## src/rtl/wb_write_arbiter.sv

```systemverilog
// Write-back arbiter: buffers results from three functional units in a circular FIFO
// and drains up to two entries per cycle onto the two register-file write ports.
module wb_write_arbiter #(
  parameter int OPRAND_WIDTH  = 32,
  parameter int REGNAME_WIDTH = 5,
  parameter int DEPTH         = 4
) (
  input  logic                          clk,
  input  logic                          rst,

  input  logic                          fu0_valid_i,
  input  logic [OPRAND_WIDTH-1:0]       fu0_data_i,
  input  logic [REGNAME_WIDTH-1:0]      fu0_addr_i,
  output logic                          fu0_ready_o,

  input  logic                          fu1_valid_i,
  input  logic [OPRAND_WIDTH-1:0]       fu1_data_i,
  input  logic [REGNAME_WIDTH-1:0]      fu1_addr_i,
  output logic                          fu1_ready_o,

  input  logic                          fu2_valid_i,
  input  logic [OPRAND_WIDTH-1:0]       fu2_data_i,
  input  logic [REGNAME_WIDTH-1:0]      fu2_addr_i,
  output logic                          fu2_ready_o,

  output logic                          write1_en_o,
  output logic [REGNAME_WIDTH-1:0]      write1_addr_o,
  output logic [OPRAND_WIDTH-1:0]       write1_data_o,

  output logic                          write2_en_o,
  output logic [REGNAME_WIDTH-1:0]      write2_addr_o,
  output logic [OPRAND_WIDTH-1:0]       write2_data_o,

  output logic [$clog2(DEPTH):0]        count_o
);

  localparam int PW  = $clog2(DEPTH);
  localparam int CW  = PW + 1;
  localparam int NFU = 3;

  logic [PW-1:0]            head_q, head_d;
  logic [PW-1:0]            tail_q, tail_d;
  logic [CW-1:0]            count_q, count_d;
  logic [CW-1:0]            free;

  logic [REGNAME_WIDTH-1:0] mem_addr_q [DEPTH];
  logic [OPRAND_WIDTH-1:0]  mem_data_q [DEPTH];

  logic                     fu_valid [NFU];
  logic [REGNAME_WIDTH-1:0] fu_addr  [NFU];
  logic [OPRAND_WIDTH-1:0]  fu_data  [NFU];
  logic                     fu_ready [NFU];
  logic                     keep     [NFU];
  logic [PW-1:0]            wr_idx   [NFU];
  logic [CW-1:0]            n_enq;
  logic [CW-1:0]            n_pop;
  logic [PW-1:0]            head_nxt;
  logic                     w1_en, w2_en;

  assign fu_valid[0] = fu0_valid_i;
  assign fu_valid[1] = fu1_valid_i;
  assign fu_valid[2] = fu2_valid_i;
  assign fu_addr[0]  = fu0_addr_i;
  assign fu_addr[1]  = fu1_addr_i;
  assign fu_addr[2]  = fu2_addr_i;
  assign fu_data[0]  = fu0_data_i;
  assign fu_data[1]  = fu1_data_i;
  assign fu_data[2]  = fu2_data_i;

  // Space is judged on registered occupancy only, so a drain this cycle never frees a slot early.
  assign free = CW'(DEPTH) - count_q;

  always_comb begin
    for (int k = 0; k < NFU; k++) begin
      fu_ready[k] = (free >= CW'(k + 1));
    end
  end

  assign fu0_ready_o = fu_ready[0];
  assign fu1_ready_o = fu_ready[1];
  assign fu2_ready_o = fu_ready[2];

  // Kept results pack into consecutive tail slots in unit order; writes to x0 are discarded.
  always_comb begin
    n_enq = '0;
    for (int k = 0; k < NFU; k++) begin
      keep[k]   = fu_valid[k] && fu_ready[k] && (fu_addr[k] != '0);
      wr_idx[k] = tail_q + PW'(n_enq);
      if (keep[k]) begin
        n_enq = n_enq + CW'(1);
      end
    end
  end

  assign head_nxt = head_q + PW'(1);
  assign w1_en    = (count_q != '0);
  // Same-address pair: let only the older one go so the register ends with the younger value.
  assign w2_en    = (count_q >= CW'(2)) && (mem_addr_q[head_nxt] != mem_addr_q[head_q]);
  assign n_pop    = CW'(w1_en) + CW'(w2_en);

  always_comb begin
    head_d  = head_q + PW'(n_pop);
    tail_d  = tail_q + PW'(n_enq);
    count_d = count_q + n_enq - n_pop;
  end

  always_ff @(posedge clk or posedge rst) begin
    if (rst) begin
      head_q  <= '0;
      tail_q  <= '0;
      count_q <= '0;
    end else begin
      head_q  <= head_d;
      tail_q  <= tail_d;
      count_q <= count_d;
    end
  end

  // Entry payloads carry no reset; occupancy alone decides what is valid.
  always_ff @(posedge clk) begin
    for (int k = 0; k < NFU; k++) begin
      if (keep[k]) begin
        mem_addr_q[wr_idx[k]] <= fu_addr[k];
        mem_data_q[wr_idx[k]] <= fu_data[k];
      end
    end
  end

  assign write1_en_o   = w1_en;
  assign write1_addr_o = w1_en ? mem_addr_q[head_q] : '0;
  assign write1_data_o = w1_en ? mem_data_q[head_q] : '0;

  assign write2_en_o   = w2_en;
  assign write2_addr_o = w2_en ? mem_addr_q[head_nxt] : '0;
  assign write2_data_o = w2_en ? mem_data_q[head_nxt] : '0;

  assign count_o = count_q;

endmodule

```

## config.mk

```make
export PLATFORM = sky130hd
export DESIGN_NAME = wb_write_arbiter
export DESIGN_NICKNAME = d
export VERILOG_FILES = /design/src/rtl/wb_write_arbiter.sv
export SDC_FILE = /design/constraint.sdc
export NUM_CORES = 1
export LEC_CHECK = 0
export ABC_CLOCK_PERIOD_IN_PS = 11600
export CAP_MARGIN = 20
export CORE_MARGIN = 4
export CORE_UTILIZATION = 50
export CTS_BUF_LIST = sky130_fd_sc_hd__clkbuf_8 sky130_fd_sc_hd__clkbuf_16
export DETAILED_ROUTE_END_ITERATION = 12
export HOLD_SLACK_MARGIN = 0.15
export PLACE_DENSITY = 0.77
export SYNTH_ARGS = -nofsm -noshare
export SYNTH_HDL_FRONTEND = slang
export SYNTH_SLANG_ARGS = --single-unit
```

## constraint.sdc

```tcl
create_clock -name clk -period 11.6 [get_ports clk]
set_clock_uncertainty 0.2 [all_clocks]
set_input_delay 3.48 -clock clk [delete_from_list [all_inputs] [get_ports clk]]
set_output_delay 3.48 -clock clk [all_outputs]
set_load 0.005 [all_outputs]
```

* After elaboration in Yosys (flattened, before gate mapping)
Memory sizes are Yosys's and may differ from the RTL's. Index checks and enable logic that the tools add are counted.
Word-level totals: bits in registers 7, RAM bits 148, bits of input ports 116, output and inout port bits 82, logic and storage cells 45, memories 2
Operators by class: add/subtract/negate cells 11, magnitude comparators 4, eq/ne operators 1, mux-type cells 13, reduce and logical (&&, ||, !) cells 11
Memories:
- mem_data_q | words 4, width 32, read ports 2, clocked after Yosys merged registers in 0, write ports 3, RTL line 47 | logic [OPRAND_WIDTH-1:0] mem_data_q [DEPTH];
- mem_addr_q | words 4, width 5, read ports 2, clocked after Yosys merged registers in 0, write ports 3, RTL line 46 | logic [REGNAME_WIDTH-1:0] mem_addr_q [DEPTH];
Operator list (count):
- 32-bit 2-to-1 mux | 2
- 5-bit nonzero test | 3
- 5-bit 2-to-1 mux | 2
- 3-bit by 2-bit >= comparator with 1-bit output (second input constant) | 3
- 2-bit adder | 4
- 1-bit logical AND | 7
- 1-bit 2-to-1 mux | 7
- 3-bit by 1-bit adder with 3-bit output (second input constant) | 2
- 3-bit 2-to-1 mux | 2
- 5-bit != test | 1
- 3-bit adder | 1
- 3-bit by 1-bit >= comparator with 1-bit output (second input constant) | 1
- 3-bit nonzero test | 1
- 3-bit by 2-bit subtractor with 3-bit output | 1
- 3-bit subtractor (first input constant) | 1
- 1-bit by 1-bit adder with 2-bit output | 1
- 2-bit by 1-bit adder with 2-bit output (second input constant) | 1

* Longest topological paths before layout
depth in word-level cells 11, mapped depth 16, depth with buffers taken out 16

* Least setup slack after synthesis
No wires, ideal clock.
path type input port to flip-flop, start point input fu1_addr_i[1], end point memory mem_addr_q[0][0], enable pin, setup time 395 ps, arrival time 7062 ps, data required time 11005 ps, slack 3943 ps, stages 12, path buffers 2, cell sequence or4_1 > or2_2 > nand3_1 > ha_1 > ha_1 > xor2_1 > xnor2_1 > nor4b_1 > clkbuf_1 > clkbuf_1 > nor2_1 > nand2_1
RTL lines:
- from (decl) | RTL line 18 | input logic [REGNAME_WIDTH-1:0] fu1_addr_i,
- to (decl) | RTL line 46

* Final worst setup path
start point register head_q[0], end point output write2_data_o[23]
Between the ends: longest elaborated chain between the ends 5, elaborated cells on any way between the ends 6, classes of those cells add/sub: 1; eq/ne: 1; mux: 1; reduce/logical: 1; memory: 2
RTL lines:
- from (decl) | RTL line 41 | logic [PW-1:0] head_q, head_d;
- from (signal assigned) | RTL line 109 | head_q <= '0;
- from (signal assigned) | RTL line 113 | head_q <= head_d;
- 2-bit by 1-bit adder with 2-bit output | RTL line 95 | assign head_nxt = head_q + PW'(1);
- memory read 4 x 5 bit
- 5-bit != test | RTL line 98 | assign w2_en = (count_q >= CW'(2)) && (mem_addr_q[head_nxt] != mem_addr_q[head_q]);
- 1-bit logical AND | RTL line 98
- 32-bit 2-to-1 mux (*) | RTL line 135 | assign write2_data_o = w2_en ? mem_data_q[head_nxt] : '0;
- to (decl) | RTL line 32 | output logic [OPRAND_WIDTH-1:0] write2_data_o,
Mark *: on every way between the ends. The rest lies on a longest branch, timed or not.

==> impl_summary.md <==
Outcome
The run finished with clean final reports.

Worst setup path
The worst register-to-register path has a depth of 15. At the worst endpoint, the required time is just under 8 ns. The worst setup path is of the reg -> out kind. The largest driver fanout on the critical path is 55. STA classifies the critical path endpoint as an output pin.

For the worst setup path, the data arrival time is 4.68 ns. The type of element launching the critical path is a flop.

Timing
The maximum clock frequency is roughly 120 MHz. Setup repair after global routing left no endpoint under its margin. Final hold analysis gives a worst-case slack of about 0.46 ns. The worst path in the final design needs a cycle of roughly 8.4 ns, including I/O delays and setup. After layout, the worst path uses between 70% and 80% of the clock period.

The number of slew-limit violations in the final report is 0. The transition at the pin with the smallest max-transition slack is ~1.1 ns. The count of final hold-check violations is 0. In this run the tightest slew margin relative to its limit is ~27%.

The final setup TNS is 0 ns. Setup violations remaining at the end of the flow were counted as 0.

Clock network
The number of sinks on the clock net is between 150 and 200. TritonCTS built the clock tree. Buffers inserted to repair hold after CTS numbered 0. CTS placed an instance of sky130_fd_sc_hd__clkbuf_16 at the clock tree root. The post-CTS clock slew at the launch and capture registers of the worst setup and hold paths is about 0.060 ns. The count of H-tree levels built during CTS is 4. The number of clock buffers added by TritonCTS is 17. The clock passes through at most 2 buffers. The clock insertion delay at the later pin of the skew report is between 0.4 and 0.5 ns.

In this run the post-CTS setup repair buffer count came out at 0. The number of cells upsized or downsized after cts is 0.

Global route
The via count of the first global-routing pass came to 8636. The overall fraction of global-route tracks in use is between 20% and 30%. Entering global routing, the biggest net connects 75 pins. The wire length of the first global-routing pass is 46300 µm. Global routing finished with a remaining overflow of 0. The number of antenna violations at the first check in global routing is 1.

Routing
The DRC violation count after routing is 0. For this run, the detailed router's first-pass iteration total came to 5. The routed wire length is around 30000 µm.

In the final routed layout, each cell accounts on average for 21.4 µm. For this block, the initial DRC count from the detailed router was approximately 860. The number of nets with antenna violations after detailed routing is 0.

After detailed routing, the number of vias per cell comes to 6.07. The detailed-route via count is 8553.

Power and ir drop
The total chip power is roughly 5.2 mW. In this run the power density over the cells is around 380 nW/µm². The static power due to leakage is around 5.6 nW.

VDD sags by at most roughly 0.23 mV.

Floorplanning
The number of rows in the core area is 53. The horizontal die dimension is ~160 µm. The starting density of the core is about half.

The core region is about 21000 µm². In this run the count of I/O pins placed on the die edge is just under 200. The die is ~160 µm tall. The die covers ~24000 µm².

Job
The number of maximum-capacitance constraint violations is 0.

Synthesis
The synthesized flop and latch total is roughly 160. In the post-synthesis netlist, the biggest area contributors are sky130_fd_sc_hd__edfxtp_1 (41%), sky130_fd_sc_hd__mux4_2 (16%), sky130_fd_sc_hd__mux2i_1 (14%). By count the netlist is led by sky130_fd_sc_hd__mux2i_1 (155), sky130_fd_sc_hd__nand2_1 (153), sky130_fd_sc_hd__edfxtp_1 (148), sky130_fd_sc_hd__o21ai_0 (107), sky130_fd_sc_hd__nor2_1 (78).

The mean area per synthesized cell is between 10 and 15 µm². The cell with the most instances after synthesis is sky130_fd_sc_hd__mux2i_1. The cell type with the highest aggregate area in the netlist is sky130_fd_sc_hd__edfxtp_1. For this run, the number of Yosys warnings is 0. Synthesis produced between 900 and 1000 cells.

The number of distinct library cells after synthesis is 38. The area of the mapped netlist is around 11000 µm². The async set-reset flop share out of synthesis is under 10%. After synthesis, flip-flops and latches occupy between 40% and 50% of the total area. The number of enable flip-flop cells after synthesis is about 150.

After synthesis, the largest area contributor takes up slightly above 40% of total cell area. The predominant post-synthesis flop cell is sky130_fd_sc_hd__edfxtp_1. The net count after synthesis is roughly 1100.

Cells and area
From synthesis to final layout, the design area changed by 24.8%. The final instance count without filler cells is between 1000 and 1500. The summed area of non-filler cells in the final layout is approximately 14000 µm². After the last flow step, the layout net total stands at between 1000 and 1500. Of the cells placed in the final design, the portion with a size suffix greater than 1 is 12.2%.

Placement
After detailed placement, the design holds a cell count of roughly 1400. Input and output buffers added on the ports amount to 197. Summing all placed instances gives a cell area of between 10000 and 15000 µm². At the end of routability-driven placement, the weighted congestion stood at around 0.83. The detailed placer's ending HPWL is approximately 19000 µm.

Min path
The tightest min-delay check is of the reg -> reg type. The instance count along the most critical hold path is 1.
## metrics by stage
stage | setup WS, ns | utilization, %
after global routing | 3.03 | 64.0
after CTS | 3.28 | 63.8
final | 3.24 | 64.0
after global placement | 3.80 | 60.9
after floorplan | 3.94 | -
after detailed placement | 3.65 | 61.0
## metal layers
metal | up-vias | global-route usage (%) | routed length, µm
li1 | 3890 | - | -
met1 | 4158 | 32.1 | 11600
met2 | 453 | 42.1 | 15300
met3 | 52 | 3.41 | 2610
met4 | 0 | 7.96 | 653
met5 | - | 0 | 0
## report_power, final
part | total [mW] | switching, mW | leakage [nW] | internal (mW)
registers | 1.41 | 0.221 | 1.47 | 1.19
logic | 3.21 | 1.59 | 3.81 | 1.62
clock network | 0.554 | 0.220 | 0.287 | 0.334
## cell usage in the layout (no fill, tap or decap), types with 2 or more instances in the layout
master                            count
sky130_fd_sc_hd__a21oi_1             38
sky130_fd_sc_hd__and2_1              37
sky130_fd_sc_hd__buf_16               2
sky130_fd_sc_hd__buf_4               11
sky130_fd_sc_hd__bufinv_16            3
sky130_fd_sc_hd__clkbuf_16           17
sky130_fd_sc_hd__clkdlybuf4s50_1    197
sky130_fd_sc_hd__clkinv_2             5
sky130_fd_sc_hd__clkinvlp_4           2
sky130_fd_sc_hd__dfrtp_1              5
sky130_fd_sc_hd__dfrtp_4              2
sky130_fd_sc_hd__edfxtp_1           148
sky130_fd_sc_hd__fa_1                 2
sky130_fd_sc_hd__ha_1                14
sky130_fd_sc_hd__inv_1               16
sky130_fd_sc_hd__mux2i_1            155
sky130_fd_sc_hd__mux4_2              76
sky130_fd_sc_hd__nand2_1            150
sky130_fd_sc_hd__nand2_2              3
sky130_fd_sc_hd__nand2b_4             2
sky130_fd_sc_hd__nand3_1              4
sky130_fd_sc_hd__nor2_1              78
sky130_fd_sc_hd__nor4b_2              2
sky130_fd_sc_hd__o2111ai_1            2
sky130_fd_sc_hd__o211ai_1             2
sky130_fd_sc_hd__o21ai_0            107
sky130_fd_sc_hd__o21ai_1              5
sky130_fd_sc_hd__or2_2                3
sky130_fd_sc_hd__or4_1                3
sky130_fd_sc_hd__xnor2_1             11
sky130_fd_sc_hd__xor2_1              15
## cell families after synthesis
family	share of synthesized area, %
flops	42.4
buf+inv	4.54
xor+xnor	2.09
fa+ha+maj	1.98
simple gates	11.5
mux	30.0
compound gates	7.54
## layout make-up
| cell class | instances | area (µm²) |
|---|---|---|
| inverter | 15 | 56.3 |
| antenna | 1 | 2.50 |
| clock buffer | 17 | 425 |
| timing repair buffer | 211 | 2130 |
| sequential | 155 | 4630 |
| tap | 275 | 344 |
| clock inverter | 14 | 155 |
| fill | 1631 | 7630 |
| multi-input combinational | 721 | 5850 |
## registers in the layout, summed over array words and instances, names as in the netlist
signal,count
count_o,3
head_q,2
mem_addr_q,20
mem_data_q,128
tail_q,2
## worst max-delay path: stages (launching register included)
cell	delay, ns
sky130_fd_sc_hd__dfrtp_4	0.67
sky130_fd_sc_hd__buf_4	0.67
sky130_fd_sc_hd__mux2i_1	0.31
sky130_fd_sc_hd__xnor2_1	0.10
sky130_fd_sc_hd__or3_1	0.35
sky130_fd_sc_hd__a2111oi_4	1.01
sky130_fd_sc_hd__buf_4	0.46
sky130_fd_sc_hd__nor2_1	0.10
sky130_fd_sc_hd__clkdlybuf4s50_1	0.47
## final timing paths
kind	startpoint	end	slack [ns]
hold reg to reg	count_o[0]	count_o[0]	0.46
setup / recovery	head_q[0]	write2_data_o[23]	3.24
setup reg to reg	head_q[0]	count_o[2]	6.11
min in group asynchronous	rst	head_q[1]	3.11
max in group asynchronous	rst	head_q[0]	7.83
hold / removal	count_o[0]	count_o[0]	0.46
(Power assumes the default switching activity.)
